===== src/rtl/core_pkg.sv =====
// Shared definitions for the RV32 pipeline control: sequencer states,
// forwarding select encodings and the opcodes the main decoder also uses.
package core_pkg;

    typedef enum logic [1:0] {
        ST_RUN      = 2'd0,
        ST_MEM_WAIT = 2'd1,
        ST_ERROR    = 2'd2
    } state_t;

    localparam logic [1:0] FWD_RF  = 2'b00;
    localparam logic [1:0] FWD_WB  = 2'b01;
    localparam logic [1:0] FWD_MEM = 2'b10;

    localparam logic [6:0] OPC_LOAD   = 7'b0000011;
    localparam logic [6:0] OPC_STORE  = 7'b0100011;
    localparam logic [6:0] OPC_BRANCH = 7'b1100011;
    localparam logic [6:0] OPC_JAL    = 7'b1101111;
    localparam logic [6:0] OPC_OP     = 7'b0110011;
    localparam logic [6:0] OPC_OP_IMM = 7'b0010011;

endpackage


===== src/rtl/fwd_unit.sv =====
// ALU operand forwarding selects for both EX source registers.
// The younger result in MEM wins over WB; x0 is never forwarded.
module fwd_unit
    import core_pkg::*;
(
    input  logic [4:0] ex_rs1,
    input  logic [4:0] ex_rs2,
    input  logic [4:0] mem_rd,
    input  logic       mem_reg_write,
    input  logic [4:0] wb_rd,
    input  logic       wb_reg_write,
    output logic [1:0] fwd_a,
    output logic [1:0] fwd_b
);

    function automatic logic [1:0] fwd_sel(
        input logic [4:0] rs,
        input logic [4:0] m_rd,
        input logic       m_wr,
        input logic [4:0] w_rd,
        input logic       w_wr
    );
        if (m_wr && (m_rd != 5'd0) && (m_rd == rs))
            return FWD_MEM;
        else if (w_wr && (w_rd != 5'd0) && (w_rd == rs))
            return FWD_WB;
        else
            return FWD_RF;
    endfunction

    always_comb begin
        fwd_a = fwd_sel(ex_rs1, mem_rd, mem_reg_write, wb_rd, wb_reg_write);
        fwd_b = fwd_sel(ex_rs2, mem_rd, mem_reg_write, wb_rd, wb_reg_write);
    end

endmodule


===== src/rtl/pipe_hazard_ctrl.sv =====
// Pipeline sequencer for the 5-stage RV32 core: stall/flush/hold enables,
// data-memory wait handling with timeout, forwarding and perf counters.
module pipe_hazard_ctrl
    import core_pkg::*;
#(
    parameter int MAX_WAIT = 16,
    parameter int CNT_W    = 32
)(
    input  logic             clk,
    input  logic             rst,
    input  logic [4:0]       id_rs1,
    input  logic [4:0]       id_rs2,
    input  logic             id_uses_rs2,
    input  logic [4:0]       ex_rs1,
    input  logic [4:0]       ex_rs2,
    input  logic [4:0]       ex_rd,
    input  logic             ex_mem_read,
    input  logic             branch_taken,
    input  logic [4:0]       mem_rd,
    input  logic             mem_reg_write,
    input  logic             mem_access,
    input  logic             dmem_ready,
    input  logic [4:0]       wb_rd,
    input  logic             wb_reg_write,
    output logic             pc_write,
    output logic             if_id_write,
    output logic             if_id_flush,
    output logic             id_ex_bubble,
    output logic             ex_mem_hold,
    output logic [1:0]       fwd_a,
    output logic [1:0]       fwd_b,
    output logic             mem_timeout,
    output logic [CNT_W-1:0] stall_cnt,
    output logic [CNT_W-1:0] flush_cnt
);

    localparam logic [7:0] WAIT_LIMIT = 8'(MAX_WAIT);

    state_t     state, state_nxt;
    logic [7:0] wait_cnt, wait_nxt;
    logic       set_timeout;
    logic       stall_inc, flush_inc;
    logic       load_use;
    logic       pc_w, ifid_w, ifid_fl, bubble, hold;
    logic [1:0] fwd_a_raw, fwd_b_raw;

    fwd_unit u_fwd (
        .ex_rs1        (ex_rs1),
        .ex_rs2        (ex_rs2),
        .mem_rd        (mem_rd),
        .mem_reg_write (mem_reg_write),
        .wb_rd         (wb_rd),
        .wb_reg_write  (wb_reg_write),
        .fwd_a         (fwd_a_raw),
        .fwd_b         (fwd_b_raw)
    );

    assign load_use = ex_mem_read && (ex_rd != 5'd0) &&
                      ((ex_rd == id_rs1) || (id_uses_rs2 && (ex_rd == id_rs2)));

    always_comb begin
        state_nxt   = state;
        wait_nxt    = wait_cnt;
        set_timeout = 1'b0;
        flush_inc   = 1'b0;
        pc_w        = 1'b1;
        ifid_w      = 1'b1;
        ifid_fl     = 1'b0;
        bubble      = 1'b0;
        hold        = 1'b0;

        case (state)
            ST_RUN: begin
                if (mem_access && !dmem_ready) begin
                    pc_w      = 1'b0;
                    ifid_w    = 1'b0;
                    hold      = 1'b1;
                    state_nxt = ST_MEM_WAIT;
                    wait_nxt  = 8'd1;
                end else if (branch_taken) begin
                    // ID instruction is discarded, so any load-use hazard is moot
                    ifid_fl   = 1'b1;
                    bubble    = 1'b1;
                    flush_inc = 1'b1;
                end else if (load_use) begin
                    pc_w   = 1'b0;
                    ifid_w = 1'b0;
                    bubble = 1'b1;
                end
            end
            ST_MEM_WAIT: begin
                if (dmem_ready) begin
                    state_nxt = ST_RUN;
                    wait_nxt  = 8'd0;
                end else begin
                    pc_w     = 1'b0;
                    ifid_w   = 1'b0;
                    hold     = 1'b1;
                    wait_nxt = wait_cnt + 8'd1;
                    if (wait_nxt == WAIT_LIMIT) begin
                        state_nxt   = ST_ERROR;
                        set_timeout = 1'b1;
                    end
                end
            end
            ST_ERROR: begin
                pc_w   = 1'b0;
                ifid_w = 1'b0;
                hold   = 1'b1;
            end
            default: state_nxt = ST_RUN;
        endcase

        stall_inc = !pc_w && (state != ST_ERROR);
    end

    // Reset overrides every enable so the pipe loads NOPs while held
    always_comb begin
        pc_write     = pc_w;
        if_id_write  = ifid_w;
        if_id_flush  = ifid_fl;
        id_ex_bubble = bubble;
        ex_mem_hold  = hold;
        fwd_a        = fwd_a_raw;
        fwd_b        = fwd_b_raw;
        if (rst) begin
            pc_write     = 1'b0;
            if_id_write  = 1'b0;
            if_id_flush  = 1'b1;
            id_ex_bubble = 1'b1;
            ex_mem_hold  = 1'b0;
            fwd_a        = FWD_RF;
            fwd_b        = FWD_RF;
        end
    end

    always_ff @(posedge clk or posedge rst) begin
        if (rst) begin
            state       <= ST_RUN;
            wait_cnt    <= 8'd0;
            mem_timeout <= 1'b0;
            stall_cnt   <= '0;
            flush_cnt   <= '0;
        end else begin
            state    <= state_nxt;
            wait_cnt <= wait_nxt;
            if (set_timeout)
                mem_timeout <= 1'b1;
            if (stall_inc)
                stall_cnt <= stall_cnt + CNT_W'(1);
            if (flush_inc)
                flush_cnt <= flush_cnt + CNT_W'(1);
        end
    end

endmodule

===== config.mk =====
export PLATFORM = sky130hd
export DESIGN_NAME = pipe_hazard_ctrl
export DESIGN_NICKNAME = d
export VERILOG_FILES = /design/src/rtl/core_pkg.sv /design/src/rtl/fwd_unit.sv /design/src/rtl/pipe_hazard_ctrl.sv
export SDC_FILE = /design/constraint.sdc
export NUM_CORES = 1
export LEC_CHECK = 0
export BUFFER_PORTS_ARGS = -buffer_cell sky130_fd_sc_hd__buf_4
export CAP_MARGIN = 20
export CORE_ASPECT_RATIO = 0.5
export CORE_MARGIN = 1
export CORE_UTILIZATION = 45
export CTS_BUF_LIST = sky130_fd_sc_hd__clkbuf_4 sky130_fd_sc_hd__clkbuf_8 sky130_fd_sc_hd__clkbuf_16
export DETAILED_ROUTE_END_ITERATION = 6
export PLACE_DENSITY = 0.82
export SLEW_MARGIN = 30
export SYNTH_ARGS = -nofsm -noshare
export SYNTH_HDL_FRONTEND = slang
export SYNTH_HIERARCHICAL = 1
export SYNTH_SLANG_ARGS = --single-unit

===== constraint.sdc =====
create_clock -name clk -period 3.45 [get_ports clk]
set_input_delay 0.1725 -clock clk [delete_from_list [all_inputs] [get_ports clk]]
set_output_delay 0.1725 -clock clk [all_outputs]
set_load 0.05 [all_outputs]

==> impl_metrics.ini <==
[timing]
setup_viol = 0
finalHoldViolCount = 0
finClkSkew_ps = 7.190
worstMarginPinSlew_ps = 873.5
hold_slack_ps = 52.14
period_needed_ps = 2190
maxSlewViolCount = 0
fin_crit_sh = 0.6348
relSlewSlack = 0.4155
tns_ps = 0
max_freq_mhz = 456.6
rsz0062_at_grt = false

[worst_setup_path]
crit_start = state[0]
crit_fanout = 32
r2r-start = state[0]
rrSetupSlack_ps = 1260
r2r-end = stall_cnt[15]
timing_worst_setup_path_type = register to register
crit_arrival_ps = 2410
ff2ff_path_depth = 4
cp.required_ps = 3670
crit_end = stall_cnt[15]
start_kind = register
worstSetupEndpointType = register

[clock_tree]
cts_resized = 0
cts.htree.levels = 3
post_cts.repair.setup_buffers = 0
cts_hold_buf = 0
cts_tree = done
cts_buffer_depth = 2
clk_latency_ps = 340
cts_buffers = 9
cts_root_buf = clkbuf_16
clk_pin_slew_ps = 60
cts.sinks = 75

[synth]
yosys.area.top_type_share = 0.4690
postSynth.asyncResetShare = 1.000
synth_ff_type = dfrtp_1
ys_top_cells_by_area = dfrtp_1, xnor2_1, xor2_1
ys_seq_elements = 75
synth.avg_cell_area_um2 = 10.47
synth-seq-area-share = 0.4690
yosysMostFrequentCell = dfrtp_1
yosysWarningCount = 6
syn_nets = 430
synth.largest_area_cell = dfrtp_1
synth-edff-count = 0
syn_area_um2 = 4001
synth_cell_types = 47
synth_cells = 382
ys_top_cells_by_count = dfrtp_1, xnor2_1, nand2_1, nand3_1

[power]
switching_power_w = 0.0009670
p_leak_nw = 2.467
internal-power_w = 0.001813
combPwrFrac = 0.263
p_seq_frac = 0.391
power_frac_clock = 0.345
power_density_nw_per_um2 = 526.0
switching_share = 0.3479
ir_worst_vdd_mv = 0.2672

[placed_design]
numPortBuffers = 117
dp_hpwl_um = 6475
gp_congestion = 0.8186

[final_layout]
seq_area_um2 = 1877
diodes = 0
syn_to_final_growth_pct = 32.08
drive_above_1_share = 0.3051
nNetsFinal = 551
fillCellCount = 692
multi_input_area_um2 = 2047

[die]
die_w_um = 135.4
die_h_um = 68.68
io_pins = 118
initial_utilization = 0.4811
die_area_um2 = 9296
core_area_um2 = 8317
floorplan.rows = 23

[job]
cap_violations = 0

[drt]
post-route-drc-count = 0
drt_iter0_markers = 164
viasPerCell = 5.245
drtPass1Iterations = 4
final_antenna_net_count = 0
wire_per_inst_um = 14.12
wl_um = 8752
vias = 3252

[global_routing]
antenna_found_initial = 0
track_usage = 0.2050
grt_max_degree = 76
overflow = 0
grt_pass1_vias = 3163
grt_pass1_wl_um = 14520

[hold_path]
hold_path_class = input port to async pin

[status]
outcome = complete, no violations
## cell families after synthesis
kind of cell               share of synthesized area
adders and majority gates                    0.01251
muxes                                       0.005628
buffers and inverters                        0.01939
DFF                                           0.4690
AOI/OAI and AO/OA                            0.05535
xor gates and xnor gates                      0.2058
and+or+nand+nor                               0.2323
## layout make-up
| cell class | instances | area share |
|---|---|---|
| well taps | 112 | 0.02652 |
| flip-flops and latches | 75 | 0.3551 |
| clock inverters | 5 | 0.01136 |
| multi-input cells | 294 | 0.3873 |
| clock buffers | 11 | 0.04782 |
| inverters | 5 | 0.003551 |
| repair buffers | 118 | 0.1683 |
## worst min path at each step
| stage | endpoint | slack, ps | cells after the start |
|---|---|---|---|
| floorplan | state[0] | 360 | 2 |
| global placement | mem_timeout | 460 | 2 |
| detailed placement | mem_timeout | 460 | 2 |
| CTS | state[0] | 140 | 3 |
| global route | flush_cnt[3] | 100 | 3 |
| finish | flush_cnt[3] | 50 | 3 |
## stage by stage
| stage | instance area, µm² | setup WS (ps) | instances | util | total power [W] |
|---|---|---|---|---|---|
| 2_1_floorplan | 4001 | 1157 | 382 | - | 0.001600 |
| 3_3_place_gp | 4969 | 1261 | 604 | 0.5974 | 0.001819 |
| 3_5_place_dp | 4969 | 1238 | 604 | 0.5974 | 0.001835 |
| 4_1_cts | 5281 | 1250 | 620 | 0.6350 | 0.002807 |
| 5_1_grt | 5285 | 1077 | 620 | 0.6355 | 0.002921 |
| 6_report | 5285 | 1260 | 620 | 0.6355 | 0.002780 |
## layer usage
metal  up-vias  GRT usage  share of wire  wire (µm)
li1       1594          -              -          -
met1      1559     0.2463           0.45       3933
met2        93     0.3571           0.48       4182
met3         6    0.07383          0.064        561
met4         0    0.05056         0.0086         75
met5         -          0              0          0
## placed cells by master, fill, tap and decap left out, drive strengths merged
master    instances
and4bb            1
a32o              1
nand3            25
clkbuf           11
clkinv            2
a2111o            1
o21ai            16
xor2             23
a32oi             1
o21bai            1
and4              7
a21o              1
dfrtp            75
nor2             19
xnor2            71
ha                4
a31oi             1
o31ai             5
mux2              2
a21oi             3
clkinvlp          1
nor4              6
or2               2
or4               3
nor2b             6
and2              5
buf             118
o41ai             1
inv               6
a31o              1
nand2            33
nand2b            1
nor3b             1
nand4b            2
and3             17
nand4            26
nor3              8
bufinv            1
## worst max-delay path, stage by stage, from the launching register on
cell and delay, ps:
dfrtp_1 470, a2111o_2 480, o21ai_4 680, nand4_1 240
xnor2_1 190
## power by group through the flow
stage	sequential, W	combinational (W)	clock, W
after floorplan	0.00128	0.000323	0
after global placement	0.00110	0.000722	0
after detailed placement	0.00110	0.000735	0
after CTS	0.00109	0.000738	0.000983
after global routing	0.00111	0.000790	0.00102
final	0.00109	0.000732	0.000960
## state kept, by name, summed over array words and instances, names as in the netlist
signal	flops
flush_cnt	32
mem_timeout	1
stall_cnt	32
state	2
wait_cnt	8
Note: power is estimated with default switching activity, not from simulation.
